File: src/rtl/serial_rx_slave.sv
// serial_rx_slave: slave-side receiver for the DRSSTC SFP link.
// Oversamples the NRZ line from the LVDS receiver, decodes 7-bit frames
// (start, pulse, 3 option bits, even parity, stop) and recovers the
// interrupter pulse level and option field. Pulse is forced off on frame
// timeout or SFP loss-of-signal.
// Optional build macro: SERIAL_RX_GLITCH_FILTER_EN adds a 3-tap majority
// filter behind the synchronizer (one extra clock of latency).
`timescale 1ns/1ps

module serial_rx_slave #(
  parameter int BIT_CYC     = 20,
  parameter int TIMEOUT_CYC = 40000
) (
  input  logic       i_clk,
  input  logic       i_res,
  input  logic       i_SerialData,
  input  logic       i_sfp_loss_sig,
  output logic       o_RawPls,
  output logic [2:0] o_Option,
  output logic       o_frame_vld,
  output logic       o_frame_err,
  output logic       o_link_ok,
  output logic       o_rcv_en_n,
  output logic [1:0] o_rx_led
);

  localparam int TMR_W = $clog2(BIT_CYC);
  localparam int TO_W  = $clog2(TIMEOUT_CYC + 1);
  localparam logic [TMR_W-1:0] HALF_LOAD = TMR_W'(BIT_CYC / 2 - 1);
  localparam logic [TMR_W-1:0] FULL_LOAD = TMR_W'(BIT_CYC - 1);
  localparam logic [TO_W-1:0]  TO_MAX    = TO_W'(TIMEOUT_CYC);

  typedef enum logic [2:0] {
    S_IDLE   = 3'd0,
    S_START  = 3'd1,
    S_DATA   = 3'd2,
    S_PARITY = 3'd3,
    S_STOP   = 3'd4
  } state_t;

  // Synchronizer, edge history and LOS register
  logic sync1_q, sync1_d;
  logic sync2_q, sync2_d;
  logic line_prev_q, line_prev_d;
  logic los_q, los_d;
  logic line;
  logic fall;

  // Frame decoder
  state_t           state_q, state_d;
  logic [TMR_W-1:0] tmr_q, tmr_d;
  logic [1:0]       idx_q, idx_d;
  logic [3:0]       data_q, data_d;
  logic             par_q, par_d;
  logic             tmr_exp;
  logic             frame_ok;
  logic             frame_bad;

  // Output side
  logic [TO_W-1:0] to_cnt_q, to_cnt_d;
  logic            raw_q, raw_d;
  logic [2:0]      opt_q, opt_d;
  logic            fvld_q, fvld_d;
  logic            ferr_q, ferr_d;
  logic            link_q, link_d;
  logic            rcv_en_n_q, rcv_en_n_d;
  logic [1:0]      rx_led_q, rx_led_d;

  // Next values for the front-end flops
  always_comb begin
    sync1_d     = i_SerialData;
    sync2_d     = sync1_q;
    line_prev_d = line;
    los_d       = i_sfp_loss_sig;
  end

  // Front-end registers; line flops idle high so reset never looks like a start edge
  always_ff @(posedge i_clk) begin
    if (i_res) begin
      sync1_q     <= 1'b1;
      sync2_q     <= 1'b1;
      line_prev_q <= 1'b1;
      los_q       <= 1'b0;
    end else begin
      sync1_q     <= sync1_d;
      sync2_q     <= sync2_d;
      line_prev_q <= line_prev_d;
      los_q       <= los_d;
    end
  end

`ifdef SERIAL_RX_GLITCH_FILTER_EN
  logic tap1_q, tap1_d;
  logic tap2_q, tap2_d;

  // Delay taps for the majority vote
  always_comb begin
    tap1_d = sync2_q;
    tap2_d = tap1_q;
  end

  // Tap registers, idle high
  always_ff @(posedge i_clk) begin
    if (i_res) begin
      tap1_q <= 1'b1;
      tap2_q <= 1'b1;
    end else begin
      tap1_q <= tap1_d;
      tap2_q <= tap2_d;
    end
  end

  assign line = (sync2_q & tap1_q) | (sync2_q & tap2_q) | (tap1_q & tap2_q);
`else
  assign line = sync2_q;
`endif

  assign fall    = ~line & line_prev_q;
  assign tmr_exp = (tmr_q == '0);

  // Decoder state register
  always_ff @(posedge i_clk) begin
    if (i_res) begin
      state_q <= S_IDLE;
      tmr_q   <= '0;
      idx_q   <= '0;
    end else begin
      state_q <= state_d;
      tmr_q   <= tmr_d;
      idx_q   <= idx_d;
    end
  end

  // Captured bits are qualified by the FSM, so they need no reset
  always_ff @(posedge i_clk) begin
    data_q <= data_d;
    par_q  <= par_d;
  end

  // Next-state logic: mid-bit sampling, timer restarted from each start edge
  always_comb begin
    state_d   = state_q;
    tmr_d     = tmr_exp ? tmr_q : tmr_q - 1'b1;
    idx_d     = idx_q;
    data_d    = data_q;
    par_d     = par_q;
    frame_ok  = 1'b0;
    frame_bad = 1'b0;
    case (state_q)
      S_IDLE: begin
        if (fall) begin
          tmr_d   = HALF_LOAD;
          state_d = S_START;
        end
      end
      S_START: begin
        if (tmr_exp) begin
          if (!line) begin
            tmr_d   = FULL_LOAD;
            idx_d   = 2'd0;
            state_d = S_DATA;
          end else begin
            state_d = S_IDLE;
          end
        end
      end
      S_DATA: begin
        if (tmr_exp) begin
          data_d[idx_q] = line;
          tmr_d         = FULL_LOAD;
          if (idx_q == 2'd3) begin
            state_d = S_PARITY;
          end else begin
            idx_d = idx_q + 2'd1;
          end
        end
      end
      S_PARITY: begin
        if (tmr_exp) begin
          par_d   = line;
          tmr_d   = FULL_LOAD;
          state_d = S_STOP;
        end
      end
      S_STOP: begin
        if (tmr_exp) begin
          if (line && !(^{data_q, par_q})) begin
            frame_ok = 1'b1;
          end else begin
            frame_bad = 1'b1;
          end
          state_d = S_IDLE;
        end
      end
      default: state_d = S_IDLE;
    endcase
    if (los_q) begin
      state_d   = S_IDLE;
      frame_ok  = 1'b0;
      frame_bad = 1'b0;
    end
  end

  // Output next values: commit beats timeout, LOS forces pulse off
  always_comb begin
    raw_d      = raw_q;
    opt_d      = opt_q;
    link_d     = link_q;
    fvld_d     = frame_ok;
    ferr_d     = frame_bad;
    rcv_en_n_d = 1'b0;
    if (los_q) begin
      to_cnt_d = TO_MAX;
    end else if (frame_ok) begin
      to_cnt_d = '0;
    end else if (to_cnt_q != TO_MAX) begin
      to_cnt_d = to_cnt_q + 1'b1;
    end else begin
      to_cnt_d = to_cnt_q;
    end
    if (frame_ok) begin
      raw_d  = data_q[0];
      opt_d  = data_q[3:1];
      link_d = 1'b1;
    end else if (to_cnt_d == TO_MAX) begin
      raw_d  = 1'b0;
      link_d = 1'b0;
    end
    rx_led_d = {raw_d, link_d};
  end

  // Output registers
  always_ff @(posedge i_clk) begin
    if (i_res) begin
      to_cnt_q   <= TO_MAX;
      raw_q      <= 1'b0;
      opt_q      <= 3'b000;
      fvld_q     <= 1'b0;
      ferr_q     <= 1'b0;
      link_q     <= 1'b0;
      rcv_en_n_q <= 1'b1;
      rx_led_q   <= 2'b00;
    end else begin
      to_cnt_q   <= to_cnt_d;
      raw_q      <= raw_d;
      opt_q      <= opt_d;
      fvld_q     <= fvld_d;
      ferr_q     <= ferr_d;
      link_q     <= link_d;
      rcv_en_n_q <= rcv_en_n_d;
      rx_led_q   <= rx_led_d;
    end
  end

  assign o_RawPls    = raw_q;
  assign o_Option    = opt_q;
  assign o_frame_vld = fvld_q;
  assign o_frame_err = ferr_q;
  assign o_link_ok   = link_q;
  assign o_rcv_en_n  = rcv_en_n_q;
  assign o_rx_led    = rx_led_q;

endmodule
File: config.mk
export PLATFORM = sky130hd
export DESIGN_NAME = serial_rx_slave
export DESIGN_NICKNAME = d
export VERILOG_FILES = /design/src/rtl/serial_rx_slave.sv
export SDC_FILE = /design/constraint.sdc
export NUM_CORES = 1
export LEC_CHECK = 0
export CAP_MARGIN = 20
export CORE_MARGIN = 2
export CORE_UTILIZATION = 40
export DETAILED_ROUTE_END_ITERATION = 10
export DONT_BUFFER_PORTS = 1
export GPL_TIMING_DRIVEN = 0
export HOLD_SLACK_MARGIN = 0.15
export SKIP_CTS_REPAIR_TIMING = 1
export SLEW_MARGIN = 40
export SYNTH_ARGS = -nofsm -noshare
export SYNTH_HDL_FRONTEND = slang
export SYNTH_SLANG_ARGS = --single-unit
File: constraint.sdc
create_clock -name i_clk -period 5.1 [get_ports i_clk]
set_input_delay 0.255 -clock i_clk [delete_from_list [all_inputs] [get_ports i_clk]]
set_output_delay 0.255 -clock i_clk [all_outputs]
set_load 0.02 [all_outputs]
[After elaboration in Yosys (flattened, before gate mapping)]
Cells that the tools add are included.
Word-level totals
  bits in registers: 45
  bits of input ports: 4
  output and inout port bits: 10
  logic and storage cells: 90
Cells by class
  $add $sub $neg: 3
  order comparisons: 2
  eq/ne operators: 15
  mux-type cells: 35
  bitwise operators: 4
  reductions and logical operators: 14
Operator list (count)
  two-way mux 16 bit: 3
  two-way mux 5 bit: 5
  two-way mux 3 bit: 6
  adder 16 x 1 -> 16 bit (second input constant): 1
  == test 16 bit (second input constant): 1
  != test 16 bit (second input constant): 1
  != test 2 bit (second input constant): 8
  one-hot mux 3 bit (5 select lines): 1
  one-hot mux 5 bit (3 select lines): 1
  two-way mux 1 bit: 11
  two-way mux 2 bit: 5
  == test 3 x 2 -> 1 bit (second input constant): 2
  AND reduction 6 bit: 1
  logical NOT 5 bit: 1
  AND reduction 5 bit: 1
  parity 5 bit: 1
  subtractor 5 x 1 -> 5 bit (second input constant): 1
  bitwise mux 4 bit: 1
  one-hot mux 2 bit (2 select lines): 1
  AND reduction 2 bit: 2
  OR reduction 2 bit: 2
  OR reduction 4 bit: 1
  == test 3 x 1 -> 1 bit (second input constant): 1
  == test 3 bit (second input constant): 1
  other kinds (11): 14

[Logic depth before layout (Yosys ltp)]
Gate-level depths: netlist (run 1).
  word-level depth: 12
  gate-level depth with buffers: 10
  gate-level depth less buffers: 9

[Worst setup path after synthesis (run 1)]
Ideal clock, no wire load.
  path type: reg2reg
  start point: register to_cnt_q[1]
  end point: register raw_q (netlist: o_RawPls)
  setup time: 0.084 ns
  arrival time: 1.749 ns
  required time: 5.016 ns
  path slack: 3.267 ns
  cell stages (with the launch flop): 9
  buffers on the path: 1
  period minus slack after synthesis: 1.833 ns
  cells stage by stage: dfxtp_1 -> ha_1 -> buf_4 -> nand3_1 -> or4_1 -> a21o_1 -> o311ai_1 -> nor4_2 -> o31ai_2
Between the ends
  word-level cells in the longest chain between the ends: 7
  elaborated cells between the ends (all ways): 8
  those cells by class: add/sub (1); eq/ne (2); mux (5)
RTL lines
  from (decl): RTL line 60  | logic [TO_W-1:0] to_cnt_q, to_cnt_d;
  from (signal assigned): RTL line 244  | to_cnt_q <= to_cnt_d;
  adder 16 x 1 -> 16 bit or != test 16 bit (tied branches): RTL line 217, 216
  two-way mux 16 bit (*): RTL line 216  | end else if (to_cnt_q != TO_MAX) begin
  two-way mux 16 bit (*): RTL line 214  | end else if (frame_ok) begin
  two-way mux 16 bit (*): RTL line 212  | if (los_q) begin
  == test 16 bit (*): RTL line 225  | end else if (to_cnt_d == TO_MAX) begin
  two-way mux 1 bit (*): RTL line 225
  two-way mux 1 bit (*): RTL line 221  | if (frame_ok) begin
  to (signal assigned): RTL line 245  | raw_q <= raw_d;
  to (decl): RTL line 61  | logic raw_q, raw_d;
Mark *: on every way between the ends. The rest lies on a longest branch, timed or not.
A chain may end at the register's enable or synchronous reset.

[Worst setup path in the final report (run 1)]
Ends and elaborated chain as after synthesis.

==> results_tabular.tex, run 1 <==
\begin{tabular}{lr}
\hline
Metric & Value \\
\hline
\multicolumn{2}{l}{\textbf{Placed design}} \\
\# placed instances & 323 \\
PortBufs & 0 \\
Total half-perimeter wirelength after legalization and detailed placement & 3.279 mm \\
Setup slack after placement & 2.990 ns \\
Placer Congestion & 0.8149 \\
\multicolumn{2}{l}{\textbf{Clocking}} \\
Cts bufs inserted & 5 \\
Clk sink count & 43 \\
Clock insertion delay at the later pin of the skew report & 0.29 ns \\
Root buffer cell & clkbuf\_8 \\
\# H-tree levels & 2 \\
CTS tree & yes \\
Clock slew at the register clock pins of the worst setup and hold paths & 0.08 ns \\
Deepest clock path buffer count & 2 \\
\multicolumn{2}{l}{\textbf{STA}} \\
Min Clock Period, post-route & 2.131 ns \\
Min setup slack post-route & 2.969 ns \\
Final setup violating endpoints & 0 \\
Max Clk Rate & 469.2 MHz \\
Number of pins with negative max-slew slack in the final report & 0 \\
Setup repair after global routing missed its margin & no \\
Worst slew pin tran & 0.5339 ns \\
Aggregate negative setup slack & 0 ns \\
Number of hold-slack violations in the final timing report & 0 \\
Worst relative slew slack & 64.41\% \\
Final Cycle Share & 41.79\% \\
Skew final & 0.006731 ns \\
\multicolumn{2}{l}{\textbf{Pwr}} \\
Power density relative to cell area & 285.2 nW/um2 \\
Sequential share of power & 52.5\% \\
Peak supply drop & 0.2307 mV \\
Clk network pwr share & 28.7\% \\
Static leakage & 0.9436 nW \\
P\_int & 0.5035 mW \\
P\_sw & 0.2070 mW \\
Switching part of the total power & 29.14\% \\
Sum of internal, switching and leakage power & 0.7105 mW \\
Share of power burned in combinational logic & 18.8\% \\
\multicolumn{2}{l}{\textbf{GRT}} \\
Largest net degree at the start of global routing & 13 \\
Number of global-route vias before repair & 1683 \\
Most Used Layer, Global Route & met2 \\
Grt total ovfl & 0 \\
Global routing usage on met3 & 3.394\% \\
GRT Overall Usage & 16.08\% \\
Global-route track usage on met1 & 20.72\% \\
Wire length of the first global-routing pass & 7.948 mm \\
Number of antenna violations at the first check in global routing & 0 \\
GR Layer Usage met2 & 26.81\% \\
\multicolumn{2}{l}{\textbf{Worst setup path}} \\
Worst setup EP type & register \\
Worst setup startpoint & to\_cnt\_q[1] \\
Slowest stage delay, CP & 0.44 ns \\
CP max-delay cell & dfxtp\_1 \\
Launching element type of the critical path & register \\
Data arrival time of the critical path & 2.31 ns \\
Cells traversed along the worst timing path & ha\_1 > buf\_4 > nand3\_1 > nor4\_1 > xnor2\_1 > nand3\_1 > nor4\_2 > o31ai\_2 \\
Worst EP required & 5.28 ns \\
R2r startpoint & to\_cnt\_q[1] \\
Maximum fanout encountered on the critical timing path & 9 \\
Most Frequent Cell on Critical Path & nand3\_1 \\
Setup slack of the worst register-to-register path & 2.97 ns \\
Crit Path Category & reg2reg \\
\multicolumn{2}{l}{\textbf{Route}} \\
Final routed DRC violation total & 0 \\
Violation count after the first detailed-route iteration & 74 \\
Detailed-route wire length per cell & 13.89 um \\
Number of vias in the routed layout & 1721 \\
Post-detailed-routing wire length & 4.639 mm \\
Routed vias/inst & 5.153 \\
Final ANT Viol Nets & 0 \\
Initial DRT Pass Iterations & 4 \\
\multicolumn{2}{l}{\textbf{Floorplan}} \\
Standard-cell row count & 27 \\
Die X & 79.68 um \\
Initial cell density of the core & 41.60\% \\
Die outline height & 79.68 um \\
Floorplan Core Area & 5507 um2 \\
Area of the die & 6349 um2 \\
Top Ports & 14 \\
\multicolumn{2}{l}{\textbf{Run status}} \\
Result of the run & complete, no violations \\
\multicolumn{2}{l}{\textbf{Min path}} \\
Worst hold path class & in2reg \\
Origin of the worst min-delay path & i\_res \\
\multicolumn{2}{l}{\textbf{Synth}} \\
Top-count cell post-synth & dfxtp\_1 \\
Sequential element share of the synthesized area & 39.76\% \\
Post-Syn Instances & 251 \\
Top cell type's share of synthesized area & 33.21\% \\
Number of nets in the synthesized netlist & 263 \\
Yosys synthesis warning count & 0 \\
Count of state elements after synthesis & 43 \\
Number of flops mapped to enable cells by yosys & 5 \\
Post-Syn Area per Cell & 9.127 um2 \\
Leading cell types by count after synthesis & 38 x dfxtp\_1, 32 x nor2\_1, 13 x a21oi\_1, 13 x inv\_1, 12 x xnor2\_1 \\
Most common flop cell mapped by yosys & dfxtp\_1 \\
Area of the mapped netlist & 2291 um2 \\
Area leader, netlist & dfxtp\_1 \\
Dominant cells by area after synthesis & dfxtp\_1 33\%, edfxtp\_1 6.6\%, nor2\_1 5.2\%, xnor2\_1 4.6\%, ha\_1 4.4\% \\
Number of different library cells in the post-synthesis netlist & 48 \\
Share of synthesized registers carrying an async set or reset & 0\% \\
\multicolumn{2}{l}{\textbf{Flow run}} \\
Number of maximum-capacitance constraint violations & 0 \\
\multicolumn{2}{l}{\textbf{Final layout}} \\
Area growth from synthesis to layout & 8.738\% \\
Diodes inserted & 0 \\
Fillcell total & 576 \\
Proportion of layout cells with a drive suffix above 1 & 13.74\% \\
Non-Filler Instances & 334 \\
Total Nets Final & 273 \\
\hline
\end{tabular}
-- critical path, delay by kind of cell, from the launching register on --
family	cells	cell delay, ns
AND/OR/NAND/NOR	4	0.96
flip-flops	1	0.44
XOR/XNOR	1	0.20
adder cells (fa/ha/maj)	1	0.18
buffers and inverters	1	0.15
AO/OA/AOI/OAI	1	0.09
-- layout by cell type, fill, tap and decap left out, types with 3 or more instances in the layout --
| cell type | n |
|---|---|
| nor3_1 | 9 |
| nand3_1 | 7 |
| nor4_2 | 3 |
| nor4b_4 | 3 |
| nand2b_1 | 5 |
| nand3b_1 | 3 |
| nand2_1 | 11 |
| nand4_1 | 5 |
| inv_1 | 13 |
| clkbuf_1 | 7 |
| and3_1 | 3 |
| a31oi_1 | 4 |
| dlygate4sd3_1 | 3 |
| a21oi_1 | 13 |
| o21ai_0 | 9 |
| xnor2_1 | 12 |
| edfxtp_1 | 5 |
| nor4_1 | 5 |
| mux2i_1 | 6 |
| clkbuf_8 | 5 |
| and2_1 | 4 |
| nor2_1 | 32 |
| or2_2 | 6 |
| xor2_1 | 5 |
| dfxtp_1 | 38 |
| ha_1 | 8 |
| buf_4 | 8 |
-- power by group through the flow --
stage	combinational, mW	sequential, mW	clock [mW]
after floorplan	0.107	0.377	0
after global placement	0.127	0.381	0
after detailed placement	0.130	0.381	0
after CTS	0.131	0.373	0.216
after global routing	0.151	0.376	0.224
final	0.133	0.373	0.204
-- metal layers --
| layer | vias to the layer above | wire length [um] |
|---|---|---|
| met3 | 5 | 106 |
| met4 | 0 | 56 |
| met5 | - | 0 |
| met1 | 808 | 2186 |
| met2 | 19 | 2289 |
| li1 | 889 | - |
-- state kept, by name, summed over array words and instances, names as in the netlist, 2 cells and up --
signal and flops:
tmr_q 5, to_cnt_q 16, idx_q 2, state_q 3, o_Option 3, data_q 4
-- layout make-up --
cell class | count | area (um2) | share of cell area [%]
multi-input cells | 177 | 1222 | 49.07
flip-flops and latches | 43 | 910.9 | 36.56
plain buffers | 18 | 108.9 | 4.370
well taps | 72 | 90.09 | 3.616
clock buffers | 6 | 72.57 | 2.913
inverters | 13 | 48.80 | 1.959
repair buffers | 3 | 30.03 | 1.205
clock inverters | 2 | 7.507 | 0.3014
-- kinds of logic after synthesis --
| group | count (synthesis) | share of synthesized area, % |
|---|---|---|
| adders and majority gates | 8 | 4.369 |
| muxes | 6 | 2.622 |
| buffers and inverters | 31 | 6.881 |
| xor gates and xnor gates | 18 | 7.482 |
| DFF | 43 | 39.76 |
| AOI/OAI and AO/OA | 39 | 10.70 |
| and+or+nand+nor | 106 | 28.18 |
-- worst paths after layout --
path,endpoint,depth (start not counted)
hold reg to reg,line,1
setup / recovery,o_RawPls,8
hold / removal,los_q,2
setup reg to reg,o_RawPls,8
-- metrics by stage --
step	utilization, %	instance area [um2]	hold slack [ns]
2_1_floorplan	-	2291	0.2827
3_3_place_gp	43.24	2381	0.2828
3_5_place_dp	43.24	2381	0.2828
4_1_cts	44.69	2461	-0.02603
5_1_grt	45.24	2491	0.4108
6_report	45.24	2491	0.3676
(Power assumes the default switching activity.)
==> inputs of run 2 (changes only) <==
==> constraint.sdc (replaced) <==
create_clock -name i_clk -period 2.2 [get_ports i_clk]
set_input_delay 0.11 -clock i_clk [delete_from_list [all_inputs] [get_ports i_clk]]
set_output_delay 0.11 -clock i_clk [all_outputs]
set_load 0.02 [all_outputs]
==> run 2 against run 1 <==
Global-route usage unchanged. Register-to-register slack got worse by 2.8 ns. Largest power group unchanged. Sequential power increased by 130%. Critical endpoint unchanged. Clock-buffer cell count stayed put. Critical path type unchanged. Die area did not move. Via count grew 1.2%. Largest cell class unchanged.
==> results_tabular.tex, run 2 (synthesis results as in run 1) <==
\begin{tabular}{lr}
\hline
Metric & Value \\
\hline
\multicolumn{2}{l}{\textbf{Run status}} \\
Result of the run & complete, no violations (unchanged) \\
\multicolumn{2}{l}{\textbf{Final layout}} \\
Top flop regs & to\_cnt\_q (16), tmr\_q (5), data\_q (4) (unchanged) \\
Area growth from synthesis to layout & 9.721\% (was 8.738\%) \\
Commonest cells after routing, fill and taps aside & 37 x dfxtp\_1, 32 x nor2\_1, 13 x inv\_1, 13 x a21oi\_1, 12 x xnor2\_1 (was 38 x dfxtp\_1, 32 x nor2\_1, 13 x inv\_1, 13 x a21oi\_1, 12 x xnor2\_1) \\
Fillcell total & 574 (was 576) \\
Total Nets Final & 275 (was 273) \\
Largest register FFs & 16 (unchanged) \\
Diodes inserted & 0 (unchanged) \\
Proportion of layout cells with a drive suffix above 1 & 15.15\% (was 13.74\%) \\
Largest Register & to\_cnt\_q (unchanged) \\
Most common library cell in the layout ignoring fill and taps & dfxtp\_1 (unchanged) \\
\multicolumn{2}{l}{\textbf{Pwr}} \\
Power density relative to cell area & 669.5 nW/um2 (was 285.2 nW/um2) \\
Static leakage & 0.9541 nW (was 0.9436 nW) \\
Share of power burned in combinational logic & 20.4\% (was 18.8\%) \\
Switching part of the total power & 28.96\% (was 29.14\%) \\
Sequential share of power & 51.4\% (was 52.5\%) \\
P\_int & 1.196 mW (was 0.5035 mW) \\
Clk network pwr share & 28.3\% (was 28.7\%) \\
Sum of internal, switching and leakage power & 1.683 mW (was 0.7105 mW) \\
Peak supply drop & 0.5318 mV (was 0.2307 mV) \\
P\_sw & 0.4873 mW (was 0.2070 mW) \\
\multicolumn{2}{l}{\textbf{Floorplan}} \\
Die outline height & 79.68 um (unchanged) \\
Floorplan Core Area & 5507 um2 (unchanged) \\
Standard-cell row count & 27 (unchanged) \\
Die X & 79.68 um (unchanged) \\
Area of the die & 6349 um2 (unchanged) \\
Initial cell density of the core & 41.60\% (unchanged) \\
Top Ports & 14 (unchanged) \\
\multicolumn{2}{l}{\textbf{Route}} \\
Final ANT Viol Nets & 0 (unchanged) \\
Routed vias/inst & 5.182 (was 5.153) \\
Violation count after the first detailed-route iteration & 80 (was 74) \\
Detailed-route wire length per cell & 13.77 um (was 13.89 um) \\
Post-detailed-routing wire length & 4.626 mm (was 4.639 mm) \\
WL met3 & 111 um (was 106 um) \\
Highest routing layer actually used & met4 (unchanged) \\
Number of vias in the routed layout & 1741 (was 1721) \\
Final routed DRC violation total & 0 (unchanged) \\
Detailed-route wire length on metal 1 & 2.183 mm (was 2.186 mm) \\
Initial DRT Pass Iterations & 4 (unchanged) \\
Total length of routed met2 wires & 2.274 mm (was 2.289 mm) \\
\multicolumn{2}{l}{\textbf{Worst setup path}} \\
Worst Setup EP & o\_RawPls (unchanged) \\
Worst EP required & 2.41 ns (was 5.28 ns) \\
Cells traversed along the worst timing path & ha\_1 > buf\_4 > nand3\_1 > or4\_1 > a21o\_1 > o311ai\_1 > nor4\_2 > o31ai\_2 (was ha\_1 > buf\_4 > nand3\_1 > nor4\_1 > xnor2\_1 > nand3\_1 > nor4\_2 > o31ai\_2) \\
Crit path max-delay family & simple AND/OR/NAND/NOR gates (unchanged) \\
WP buf/inv & 1 (unchanged) \\
CP max-delay cell & or4\_1 (was dfxtp\_1) \\
Destination of the worst register-to-register timing path & o\_RawPls (unchanged) \\
Worst setup EP type & register (unchanged) \\
Maximum fanout encountered on the critical timing path & 9 (unchanged) \\
Slowest stage delay, CP & 0.51 ns (was 0.44 ns) \\
Worst setup startpoint & to\_cnt\_q[1] (unchanged) \\
Launching element type of the critical path & register (unchanged) \\
R2r startpoint & to\_cnt\_q[1] (unchanged) \\
Setup slack of the worst register-to-register path & 0.15 ns (was 2.97 ns) \\
Data arrival time of the critical path & 2.26 ns (was 2.31 ns) \\
Number of cells on the critical path & 8 (unchanged) \\
Crit Path Category & reg2reg (unchanged) \\
Worst Reg2Reg Path Length in Cells & 8 (unchanged) \\
\multicolumn{2}{l}{\textbf{STA}} \\
Min setup slack post-route & 0.1480 ns (was 2.969 ns) \\
Worst slew pin tran & 0.5285 ns (was 0.5339 ns) \\
Number of pins with negative max-slew slack in the final report & 0 (unchanged) \\
Worst relative slew slack & 64.76\% (was 64.41\%) \\
Number of hold-slack violations in the final timing report & 0 (unchanged) \\
Max Clk Rate & 487.3 MHz (was 469.2 MHz) \\
Setup repair after global routing missed its margin & yes (was no) \\
Skew final & 0.006064 ns (was 0.006731 ns) \\
Final hold slack & 0.2235 ns (was 0.3676 ns) \\
Final Cycle Share & 93.27\% (was 41.79\%) \\
Aggregate negative setup slack & 0 ns (unchanged) \\
Min Clock Period, post-route & 2.052 ns (was 2.131 ns) \\
Final setup violating endpoints & 0 (unchanged) \\
\multicolumn{2}{l}{\textbf{Placed design}} \\
Placer Congestion & 0.8149 (unchanged) \\
Total half-perimeter wirelength after legalization and detailed placement & 3.279 mm (unchanged) \\
Setup slack after placement & 0.08955 ns (was 2.990 ns) \\
PortBufs & 0 (unchanged) \\
\multicolumn{2}{l}{\textbf{Min path}} \\
Worst hold path class & in2reg (unchanged) \\
Number of cells on the worst hold path & 2 (unchanged) \\
\multicolumn{2}{l}{\textbf{GRT}} \\
Grt total ovfl & 0 (unchanged) \\
GRT Overall Usage & 16.08\% (unchanged) \\
Largest net degree at the start of global routing & 13 (unchanged) \\
Wire length of the first global-routing pass & 7.948 mm (unchanged) \\
Number of global-route vias before repair & 1683 (unchanged) \\
Number of antenna violations at the first check in global routing & 0 (unchanged) \\
\multicolumn{2}{l}{\textbf{Clocking}} \\
\# H-tree levels & 2 (unchanged) \\
Clock slew at the register clock pins of the worst setup and hold paths & 0.08 ns (about the same) \\
Deepest clock path buffer count & 2 (unchanged) \\
Root buffer cell & clkbuf\_8 (unchanged) \\
CTS tree & yes (unchanged) \\
Clock insertion delay at the later pin of the skew report & 0.29 ns (about the same) \\
Clk sink count & 43 (unchanged) \\
Cts bufs inserted & 5 (unchanged) \\
\multicolumn{2}{l}{\textbf{Flow run}} \\
Number of maximum-capacitance constraint violations & 0 (unchanged) \\
\hline
\end{tabular}
run 2: per-stage QoR:
stage / cells / utilization (%) / area [um2]
2_1_floorplan: 251 / - / 2291
3_3_place_gp: 323 / 43.24 / 2381
3_5_place_dp: 323 / 43.24 / 2381
4_1_cts: 331 / 44.69 / 2461
5_1_grt: 336 / 45.65 / 2514
6_report: 336 / 45.65 / 2514
run 2: worst register-to-register path, delay by kind of cell, from the launching register on:
| kind | cells | cell delay [ns] |
|---|---|---|
| AO/OA/AOI/OAI | 3 | 0.50 |
| adder cells (fa/ha/maj) | 1 | 0.15 |
| buffers and inverters | 1 | 0.15 |
| flip-flops | 1 | 0.39 |
| AND/OR/NAND/NOR | 3 | 0.79 |
run 2: worst min-delay path by stage:
stage,from,endpoint
2_1_floorplan,i_res,o_rcv_en_n
3_5_place_dp,i_res,o_rcv_en_n
4_1_cts,i_res,o_rcv_en_n
6_report,i_res,los_q
3_3_place_gp,i_res,o_rcv_en_n
5_1_grt,i_res,los_q
run 2: final cells by class:
type	instances	area (um2)	share of cell area, %
Clock inverter	2	7.507	0.2987
Buffer	18	108.9	4.330
Sequential cell	43	912.1	36.29
Inverter	13	48.80	1.941
Tap cell	72	90.09	3.584
Multi-Input combinational cell	177	1229	48.88
Clock buffer	6	72.57	2.887
Timing Repair Buffer	5	45.04	1.792
run 2: per-layer routing:
layer / vias to the layer above / GRT usage (%)
met4: 0 / 5.172
met2: 18 / 26.81
met5: - / 0
met3: 5 / 3.394
met1: 825 / 20.72
li1: 893 / -
run 2: power groups by stage:
stage | Combinational [mW] | Clock, mW | Sequential [mW]
after floorplan | 0.247 | 0 | 0.875
after global placement | 0.295 | 0 | 0.882
after detailed placement | 0.301 | 0 | 0.883
after CTS | 0.303 | 0.501 | 0.865
after global routing | 0.385 | 0.520 | 0.872
final | 0.342 | 0.476 | 0.864
==> inputs of run 3 (changes only) <==
--- a/config.mk
+++ b/config.mk
@@ -12,6 +12,7 @@
 export DONT_BUFFER_PORTS = 1
 export GPL_TIMING_DRIVEN = 0
 export HOLD_SLACK_MARGIN = 0.15
+export PLACE_DENSITY = 0.66
 export SKIP_CTS_REPAIR_TIMING = 1
 export SLEW_MARGIN = 40
 export SYNTH_ARGS = -nofsm -noshare
==> run 3 against run 2 <==
First-iteration DRC count is 23% higher. Via count grew 0.23%. Critical endpoint unchanged. Hold slack lost 0.032 ns. Clock skew increased by 0.0023 ns. Clock-buffer cell count stayed put. Largest power group unchanged. Total power is 0.14% lower. Critical path depth is the same. Sequential share of layout area decreased by 0.054 points. Design area up 0.15%. Flip-flop and latch count unchanged. Clock power up 4.2%.
==> results_tabular.tex, run 3 (synthesis results as in run 1) <==
\begin{tabular}{lr}
\hline
Metric & Value \\
\hline
\multicolumn{2}{l}{\textbf{GRT}} \\
Wire length of the first global-routing pass & 7.583 mm (was 7.948 mm) \\
GRT Overall Usage & 15.20\% (was 16.08\%) \\
Number of antenna violations at the first check in global routing & 0 (unchanged) \\
Grt total ovfl & 0 (unchanged) \\
Largest net degree at the start of global routing & 14 (was 13) \\
Number of global-route vias before repair & 1655 (was 1683) \\
\multicolumn{2}{l}{\textbf{Route}} \\
Final routed DRC violation total & 0 (unchanged) \\
Final ANT Viol Nets & 0 (unchanged) \\
Initial DRT Pass Iterations & 4 (unchanged) \\
Post-detailed-routing wire length & 4.375 mm (was 4.626 mm) \\
Violation count after the first detailed-route iteration & 98 (was 80) \\
Number of vias in the routed layout & 1745 (was 1741) \\
Routed vias/inst & 5.209 (was 5.182) \\
Detailed-route wire length per cell & 13.06 um (was 13.77 um) \\
\multicolumn{2}{l}{\textbf{Clocking}} \\
Root buffer cell & clkbuf\_8 (unchanged) \\
Deepest clock path buffer count & 2 (unchanged) \\
Clock insertion delay at the later pin of the skew report & 0.30 ns (was 0.29 ns) \\
\# H-tree levels & 2 (unchanged) \\
CTS tree & yes (unchanged) \\
Clock slew at the register clock pins of the worst setup and hold paths & 0.09 ns (was 0.08 ns) \\
Cts bufs inserted & 5 (unchanged) \\
Clk sink count & 43 (unchanged) \\
\multicolumn{2}{l}{\textbf{Worst setup path}} \\
Worst setup EP type & register (unchanged) \\
R2r startpoint & to\_cnt\_q[1] (unchanged) \\
Crit Path Category & reg2reg (unchanged) \\
Worst Reg2Reg Path Length in Cells & 8 (unchanged) \\
Maximum fanout encountered on the critical timing path & 9 (unchanged) \\
Launching element type of the critical path & register (unchanged) \\
Destination of the worst register-to-register timing path & o\_RawPls (unchanged) \\
Setup slack of the worst register-to-register path & 0.17 ns (was 0.15 ns) \\
Data arrival time of the critical path & 2.26 ns (about the same) \\
Worst EP required & 2.43 ns (was 2.41 ns) \\
\multicolumn{2}{l}{\textbf{Pwr}} \\
Peak supply drop & 0.3651 mV (was 0.5318 mV) \\
Share of power burned in combinational logic & 19.0\% (was 20.4\%) \\
Static leakage & 0.9501 nW (was 0.9541 nW) \\
Power density relative to cell area & 667.6 nW/um2 (was 669.5 nW/um2) \\
Clk network pwr share & 29.5\% (was 28.3\%) \\
P\_int & 1.187 mW (was 1.196 mW) \\
Switching part of the total power & 29.35\% (was 28.96\%) \\
Sequential share of power & 51.5\% (was 51.4\%) \\
P\_sw & 0.4932 mW (was 0.4873 mW) \\
\multicolumn{2}{l}{\textbf{Floorplan}} \\
Die outline height & 79.68 um (unchanged) \\
Die X & 79.68 um (unchanged) \\
Top Ports & 14 (unchanged) \\
Area of the die & 6349 um2 (unchanged) \\
Standard-cell row count & 27 (unchanged) \\
Initial cell density of the core & 41.60\% (unchanged) \\
Floorplan Core Area & 5507 um2 (unchanged) \\
\multicolumn{2}{l}{\textbf{Placed design}} \\
Placer Congestion & 0.8584 (was 0.8149) \\
Setup slack after placement & 0.1325 ns (was 0.08955 ns) \\
Total half-perimeter wirelength after legalization and detailed placement & 3.114 mm (was 3.279 mm) \\
PortBufs & 0 (unchanged) \\
\# placed instances & 323 (unchanged) \\
\multicolumn{2}{l}{\textbf{Final layout}} \\
Area growth from synthesis to layout & 9.885\% (was 9.721\%) \\
Diodes inserted & 0 (unchanged) \\
Largest register FFs & 16 (unchanged) \\
Commonest cells after routing, fill and taps aside & 37 x dfxtp\_1, 32 x nor2\_1, 13 x inv\_1, 13 x a21oi\_1, 12 x xnor2\_1 (unchanged) \\
Most common library cell in the layout ignoring fill and taps & dfxtp\_1 (unchanged) \\
Largest Register & to\_cnt\_q (unchanged) \\
Fillcell total & 546 (was 574) \\
Sequential cell area & 912.1 um2 (unchanged) \\
Top flop regs & to\_cnt\_q (16), tmr\_q (5), data\_q (4) (unchanged) \\
Multi-input combinational cell area & 1235 um2 (was 1229 um2) \\
Proportion of layout cells with a drive suffix above 1 & 15.97\% (was 15.15\%) \\
Non-Filler Instances & 335 (was 336) \\
Total Nets Final & 274 (was 275) \\
\multicolumn{2}{l}{\textbf{STA}} \\
Max Clk Rate & 492.4 MHz (was 487.3 MHz) \\
Worst slew pin tran & 0.4679 ns (was 0.5285 ns) \\
Number of hold-slack violations in the final timing report & 0 (unchanged) \\
Skew final & 0.008378 ns (was 0.006064 ns) \\
Min Clock Period, post-route & 2.031 ns (was 2.052 ns) \\
Final Cycle Share & 92.31\% (was 93.27\%) \\
Final setup violating endpoints & 0 (unchanged) \\
Min setup slack post-route & 0.1692 ns (was 0.1480 ns) \\
Worst relative slew slack & 68.00\% (was 64.76\%) \\
Aggregate negative setup slack & 0 ns (unchanged) \\
Number of pins with negative max-slew slack in the final report & 0 (unchanged) \\
Setup repair after global routing missed its margin & no (was yes) \\
\multicolumn{2}{l}{\textbf{Min path}} \\
Worst hold path class & in2reg (unchanged) \\
Number of cells on the worst hold path & 2 (unchanged) \\
Origin of the worst min-delay path & i\_res (unchanged) \\
Hold Path Sink & los\_q (unchanged) \\
\multicolumn{2}{l}{\textbf{Flow run}} \\
Number of maximum-capacitance constraint violations & 0 (unchanged) \\
\multicolumn{2}{l}{\textbf{Run status}} \\
Result of the run & complete, no violations (unchanged) \\
\hline
\end{tabular}
==> run 3: worst max-delay path: stages, from the launching register on <==
cell and delay, ns:
dfxtp_2 0.38, ha_1 0.15, buf_4 0.15, nand3_1 0.16, or4_1 0.50, a21o_1 0.21, o311ai_1 0.11, nor4_2 0.12
o31ai_2 0.17
==> run 3: routing by layer <==
| metal | vias to the layer above | global-route usage, % | part of all wire (%) |
|---|---|---|---|
| met2 | 32 | 24.20 | 49 |
| met1 | 819 | 19.52 | 46 |
| met5 | - | 0 | 0 |
| li1 | 889 | - | - |
| met4 | 0 | 5.172 | 1.2 |
| met3 | 5 | 4.638 | 4.4 |
==> run 3: how the worst max path moves through the flow <==
stage	start	end	slack (ns)	depth (start not counted)
after floorplan	to_cnt_q[1]	o_RawPls	0.37	8
after global placement	to_cnt_q[1]	o_RawPls	0.13	8
after detailed placement	to_cnt_q[1]	o_RawPls	0.13	8
after CTS	to_cnt_q[1]	o_RawPls	0.11	8
after global routing	to_cnt_q[2]	o_RawPls	0.02	7
final	to_cnt_q[1]	o_RawPls	0.17	8
==> run 3: power groups by stage <==
stage | clock network [mW] | logic, mW | registers (mW)
5_1_grt | 0.543 | 0.365 | 0.871
3_3_place_gp | 0 | 0.292 | 0.882
6_report | 0.496 | 0.319 | 0.865
2_1_floorplan | 0 | 0.247 | 0.875
4_1_cts | 0.518 | 0.302 | 0.865
3_5_place_dp | 0 | 0.300 | 0.884
==> run 3: layout make-up <==
type	count	area share (%)
buffer	18	4.324
clock buffer	6	2.883
clock inverter	2	0.4970
inverter	13	1.938
multi-input combinational	177	49.06
sequential	43	36.23
tap	72	3.579
timing repair buffer	4	1.491
==> run 3: metrics by stage <==
| step | power, mW | util, % | cell area (um2) | hold WS, ns |
|---|---|---|---|---|
| 6_report | 1.681 | 45.72 | 2517 | 0.1916 |
| 5_1_grt | 1.779 | 45.72 | 2517 | 0.2124 |
| 4_1_cts | 1.685 | 44.79 | 2466 | -0.1783 |
| 3_5_place_dp | 1.184 | 43.24 | 2381 | 0.1378 |
| 3_3_place_gp | 1.174 | 43.24 | 2381 | 0.1378 |
| 2_1_floorplan | 1.122 | - | 2291 | 0.1377 |
